File: src/rtl/gaussian_pkg.sv
// gaussian_pkg: shared kernel weights, rounding and sum-width constants for the 3x3 Gaussian blur.
package gaussian_pkg;

    localparam int W_CORNER       = 1;
    localparam int W_EDGE         = 2;
    localparam int W_CENTRE       = 4;
    localparam int NORM_SHIFT     = 4;
    localparam int ROUND_CONST    = 8;
    localparam int SUM_EXTRA_BITS = 4;

    // Kernel weights total 16, so four extra bits hold the full weighted sum.
    function automatic int sum_width(input int pixel_bits);
        return pixel_bits + SUM_EXTRA_BITS;
    endfunction

endpackage

File: src/rtl/gaussian_filter_3x3_line_buffer.sv
// line_buffer: single-row pixel store with asynchronous read, so a read and a write
// at the same address in one cycle return the old contents.
module line_buffer #(
    parameter int DEPTH = 20,
    parameter int WIDTH = 12,
    localparam int AW   = (DEPTH > 1) ? $clog2(DEPTH) : 1
) (
    input  logic             clk,
    input  logic             wr_en,
    input  logic [AW-1:0]    addr,
    input  logic [WIDTH-1:0] din,
    output logic [WIDTH-1:0] dout
);

    logic [WIDTH-1:0] mem_q [DEPTH];

    assign dout = mem_q[addr];

    always_ff @(posedge clk) begin
        if (wr_en) mem_q[addr] <= din;
    end

endmodule

File: src/rtl/gaussian_filter_3x3.sv
// gaussian_filter_3x3: streaming 3x3 Gaussian blur emitting the interior pixels of each frame.
// Define GAUSS_TLAST_EN to add pixel_out_TLAST marking the last output of a frame.
module gaussian_filter_3x3
    import gaussian_pkg::*;
#(
    parameter int PIXEL_BIT_WIDTH  = 12,
    parameter int ROWS             = 20,
    parameter int COLS             = 20,
    parameter int IMG_ROW_BITWIDTH = 10,
    parameter int IMG_COL_BITWIDTH = 10
) (
    input  logic                       clk,
    input  logic                       reset,
    input  logic [PIXEL_BIT_WIDTH-1:0] pixel_in_TDATA,
    input  logic                       pixel_in_TVALID,
    output logic                       pixel_in_TREADY,
    output logic [PIXEL_BIT_WIDTH-1:0] pixel_out_TDATA,
    output logic                       pixel_out_TVALID,
`ifdef GAUSS_TLAST_EN
    output logic                       pixel_out_TLAST,
`endif
    input  logic                       pixel_out_TREADY
);

    localparam int PW = PIXEL_BIT_WIDTH;
    localparam int SW = sum_width(PIXEL_BIT_WIDTH);
    localparam int AW = (COLS > 1) ? $clog2(COLS) : 1;
    localparam logic [IMG_COL_BITWIDTH-1:0] X_LAST = IMG_COL_BITWIDTH'(COLS - 1);
    localparam logic [IMG_ROW_BITWIDTH-1:0] Y_LAST = IMG_ROW_BITWIDTH'(ROWS - 1);

    logic [IMG_COL_BITWIDTH-1:0] x_q, x_d;
    logic [IMG_ROW_BITWIDTH-1:0] y_q, y_d;
    logic [PW-1:0]               data_q, data_d;
    logic                        valid_q, valid_d;
    logic [PW-1:0]               win_q [3][3];
    logic [PW-1:0]               col_in [3];
    logic [PW-1:0]               lb0_dout, lb1_dout;
    logic [SW-1:0]               corners, edges, centre, sum;
    logic                        accept, complete;

    assign pixel_in_TREADY  = ~valid_q | pixel_out_TREADY;
    assign accept           = pixel_in_TVALID & pixel_in_TREADY;
    assign complete         = accept && (y_q >= 2) && (x_q >= 2);
    assign pixel_out_TDATA  = data_q;
    assign pixel_out_TVALID = valid_q;

    line_buffer #(.DEPTH(COLS), .WIDTH(PW)) u_lb0 (
        .clk  (clk),
        .wr_en(accept),
        .addr (x_q[AW-1:0]),
        .din  (pixel_in_TDATA),
        .dout (lb0_dout)
    );

    line_buffer #(.DEPTH(COLS), .WIDTH(PW)) u_lb1 (
        .clk  (clk),
        .wr_en(accept),
        .addr (x_q[AW-1:0]),
        .din  (lb0_dout),
        .dout (lb1_dout)
    );

    // Incoming column, oldest row at index 0.
    assign col_in[0] = lb1_dout;
    assign col_in[1] = lb0_dout;
    assign col_in[2] = pixel_in_TDATA;

    // The sum covers the window as it will look after this accept's shift.
    always_comb begin
        corners = SW'(win_q[0][1]) + SW'(col_in[0]) + SW'(win_q[2][1]) + SW'(col_in[2]);
        edges   = SW'(win_q[0][2]) + SW'(win_q[2][2]) + SW'(win_q[1][1]) + SW'(col_in[1]);
        centre  = SW'(win_q[1][2]);
        sum     = SW'(W_CORNER) * corners + SW'(W_EDGE) * edges + SW'(W_CENTRE) * centre;
        x_d     = !accept ? x_q : (x_q == X_LAST) ? '0 : x_q + 1'b1;
        y_d     = !(accept && x_q == X_LAST) ? y_q : (y_q == Y_LAST) ? '0 : y_q + 1'b1;
        data_d  = complete ? PW'((sum + SW'(ROUND_CONST)) >> NORM_SHIFT) : data_q;
        valid_d = complete | (valid_q & ~pixel_out_TREADY);
    end

    always_ff @(posedge clk or negedge reset) begin
        if (!reset) begin
            x_q     <= '0;
            y_q     <= '0;
            data_q  <= '0;
            valid_q <= 1'b0;
            for (int r = 0; r < 3; r++)
                for (int c = 0; c < 3; c++)
                    win_q[r][c] <= '0;
        end else begin
            x_q     <= x_d;
            y_q     <= y_d;
            data_q  <= data_d;
            valid_q <= valid_d;
            if (accept) begin
                for (int r = 0; r < 3; r++) begin
                    win_q[r][0] <= win_q[r][1];
                    win_q[r][1] <= win_q[r][2];
                    win_q[r][2] <= col_in[r];
                end
            end
        end
    end

`ifdef GAUSS_TLAST_EN
    logic last_q, last_d;

    assign pixel_out_TLAST = last_q;
    assign last_d          = complete ? (y_q == Y_LAST && x_q == X_LAST) : last_q;

    always_ff @(posedge clk or negedge reset) begin
        if (!reset) last_q <= 1'b0;
        else        last_q <= last_d;
    end
`endif

endmodule

File: config.mk
export PLATFORM = sky130hd
export DESIGN_NAME = gaussian_filter_3x3
export DESIGN_NICKNAME = d
export VERILOG_FILES = /design/src/rtl/gaussian_pkg.sv /design/src/rtl/gaussian_filter_3x3_line_buffer.sv /design/src/rtl/gaussian_filter_3x3.sv
export SDC_FILE = /design/constraint.sdc
export NUM_CORES = 1
export LEC_CHECK = 0
export CAP_MARGIN = 20
export CORE_UTILIZATION = 51
export DETAILED_ROUTE_END_ITERATION = 10
export GPL_TIMING_DRIVEN = 0
export PLACE_DENSITY_LB_ADDON = 0.3
export SLEW_MARGIN = 20
export SYNTH_ARGS = -nofsm -noshare
export SYNTH_HDL_FRONTEND = slang
export SYNTH_SLANG_ARGS = --single-unit
File: constraint.sdc
create_clock -name clk -period 7.5 [get_ports clk]
set_clock_uncertainty 0.15 [all_clocks]
set_input_delay 1.875 -clock clk [delete_from_list [all_inputs] [get_ports clk]]
set_output_delay 1.875 -clock clk [all_outputs]
set_load 0.05 [all_outputs]
==> impl_metrics.json <==
{
  "status": "finished, violations left",
  "failed_checks": "setup timing",
  "drt_wl_cell_um": 25.7,
  "reg2reg_from": "x_q[2]",
  "critical_path_peak_fanout": 11,
  "maxClockFrequency_mhz": 132,
  "cap_violations": 0,
  "place.gp.congestion": 0.867,
  "first_global_vias": 15100,
  "remaining_drc_errors": 0,
  "r2r_slack_ps": -70,
  "crit_slowest_cell": "nor3_2",
  "hold_path.class": "reg -> reg",
  "final-seq-area_mm2": 0.0170,
  "clock_root_buffer": "clkbuf_16",
  "fillerInstances": 3543,
  "crit_path_max_incr_delay_ps": 580,
  "setup.worst_path.end": "pixel_out_TDATA[11]",
  "yosys.cell_types.count": 53,
  "ctsHtreeMaxLevel": 2,
  "initial_core_util_pct": 51.7,
  "tritoncts_clock_tree": "built",
  "worst_r2r_path_depth": 27,
  "crit_path_frequent_cell": "fa_1",
  "min_period_ps": 7570,
  "leading_cell_types_by_count_after_synthesis": "edfxtp_1 (480), nand2_1 (234), inv_1 (125)",
  "reg2reg_to": "pixel_out_TDATA[11]",
  "synthCells": 1552,
  "route.vias.total": 14500,
  "syn-cell-area_mm2": 0.0253,
  "critical_path.startpoint": "x_q[2]",
  "worstSetupPathType": "reg -> reg",
  "fp.dieArea_mm2": 0.0505,
  "timing.critical_path.from_type": "register",
  "setup_repair_after_global_routing_missed_its_margin": "true",
  "cts_max_path_buffers": 3,
  "detailed_place_hpwl_um": 38700,
  "holdBufCountCts": 0,
  "timing.final.setup_violations": 1,
  "hold-worst-slack_ps": 315,
  "io_pins": 30,
  "multi_input_comb_area_mm2": 0.00776,
  "synth.net_count": 1686,
  "finalCritPeriodShare_pct": 101,
  "timing_hold_violations_final": 0,
  "synth_top_area_share_pct": 57.0,
  "postSynthAreaPerCell_um2": 16.3,
  "detail-route-antenna-nets": 0,
  "drtPass1Iterations": 5,
  "route.detailed.vias_per_inst": 5.89,
  "grt_first_pass_wirelength_um": 94500,
  "layout_setup_ws_ps": -67.6,
  "number_of_buffers_inserted_during_clock_tree_synthesis": 58,
  "max-slew-margin-rel_pct": 30.3,
  "crit_path_end_kind": "register",
  "clk_pin_slew_worst_paths_ps": 60,
  "ys_ff_latch": 585,
  "data_arrival_time_at_the_worst_slack_endpoint_ps": 7920,
  "postSynth.asyncResetShare_pct": 17.9,
  "clkLatencyLatePin_ps": 630,
  "core.rowCount": 81,
  "antenna_violations_before_repair": 2,
  "area_delta_synth_final_pct": 18.4,
  "coreArea_mm2": 0.0490,
  "yosysSeqAreaShare_pct": 67.4,
  "nNetsFinal": 1883,
  "post-synth-top-count-cell": "edfxtp_1",
  "slew_violations": 0,
  "place.port_buffers": 29,
  "grt.overflow.total": 0,
  "pin_count_of_the_biggest_net_entering_global_routing": 81,
  "dieHeight_um": 225,
  "synth.area.top_cells": "edfxtp_1 (57%), mux4_2 (10%), dfrtp_1 (10%)",
  "number_of_flops_mapped_to_enable_cells_by_yosys": 480,
  "wl_um": 63200,
  "dieWidth_um": 225,
  "worst_slew_pin_slew_ps": 1040,
  "timing.critical_path.required_ps": 7850,
  "ys.flop_type": "edfxtp_1",
  "initialDrtViolationCount": 1515,
  "yosys_warnings": 0,
  "largest_area_contributor_in_the_netlist": "edfxtp_1",
  "numClockSinks": 585,
  "grt_util_all_layers_pct": 25.9,
  "drive_gt1_share_pct": 22.7
}
critical path, delay by kind of cell (launching register included):
family                     cells  cell delay (ps)
and+or+nand+nor                4             1170
adders and majority gates      8             3130
buffers and inverters          6             1110
xor gates and xnor gates       1              150
DFF                            1              330
AOI/OAI and AO/OA              8             1370
sequential cells by signal (all words and copies together), names as in the netlist:
signal	cells
u_lb0.mem_q	240
u_lb1.mem_q	240
win_q	60
centre	12
pixel_out_TDATA	12
x_q	10
y_q	10
pixel_out_TVALID	1
cell families (layout without fill, tap and decap cells):
family	after synthesis	after routing	synth area share, %
muxes	139	139	11.3
other	0	2	0
adders and majority gates	118	118	7.91
xor gates and xnor gates	28	28	0.969
buffers and inverters	190	430	2.94
and+or+nand+nor	335	335	5.67
DFF	585	585	67.4
AOI/OAI and AO/OA	157	160	3.84
final cells by class:
cell class | instances | share of cell area [%]
Buffer | 63 | 1.64
Timing Repair Buffer | 136 | 4.89
Clock inverter | 37 | 1.35
Tap cell | 664 | 2.77
Antenna cell | 2 | 0.0167
Sequential cell | 585 | 56.9
Inverter | 125 | 1.57
Multi-Input combinational cell | 780 | 25.9
Clock buffer | 69 | 4.98
layout by cell type, fill, tap and decap left out, types with 8 or more instances in the layout:
cell / synthesis / final
nor2_1: 27 / 25
bufinv_16: 0 / 8
ha_1: 48 / 40
o211ai_1: 14 / 14
mux2i_1: 20 / 20
and3_2: 0 / 8
buf_2: 15 / 8
clkinv_2: 0 / 10
nand2_1: 234 / 232
buf_12: 0 / 15
buf_4: 1 / 83
a22oi_1: 9 / 9
clkbuf_1: 40 / 37
mux4_2: 117 / 117
inv_1: 125 / 122
fa_1: 70 / 69
clkinv_1: 0 / 14
xnor2_1: 20 / 20
o21ai_0: 85 / 72
xor2_1: 8 / 8
dfrtp_1: 105 / 105
and2_2: 0 / 11
o21ai_1: 1 / 9
edfxtp_1: 480 / 480
clkdlybuf4s50_1: 0 / 28
buf_16: 0 / 14
clkbuf_16: 0 / 59
nand3_1: 11 / 11
routing by layer:
metal  vias up  part of all wire, %  GRT usage, %
met5         -                    0             0
met1      7452                   38          34.8
met3       151                  9.4          4.55
li1       6154                    -             -
met2       734                   49          42.6
met4         0                  3.7          10.1
how the worst min path moves through the flow:
| stage | start | to | slack, ps | cells past startpoint |
|---|---|---|---|---|
| finish | y_q[9] | y_q[9] | 310 | 1 |
| global route | y_q[9] | y_q[9] | 330 | 1 |
| CTS | y_q[9] | y_q[9] | 320 | 1 |
| detailed placement | y_q[9] | y_q[9] | 300 | 1 |
| global placement | y_q[9] | y_q[9] | 300 | 1 |
| floorplan | y_q[9] | y_q[9] | 280 | 1 |
timing repair:
item                                    4_1_cts  5_1_grt
gates cloned                                  2        1
buffers inserted                             70        5
resized for setup                            71       35
endpoints found under the setup margin       12       28
pin swaps                                    10       12
endpoints found under the hold margin         0        0
per-stage QoR:
step	setup TNS (ps)	cell area, um^2	worst slack, ps	instances	util, %
2_1_floorplan	-11.1	25400	-11.1	1552	-
3_3_place_gp	-14510	26500	-1760	2245	54.1
3_5_place_dp	-11790	27200	-1500	2282	55.5
4_1_cts	-89.2	29800	-56.2	2458	60.9
5_1_grt	-1500	30000	-322	2460	61.2
6_report	-67.6	30000	-67.6	2461	61.2
Power is left out: the tool's default activity adds up to more than one toggle a clock period on the data nets, which glitch-free logic cannot reach.
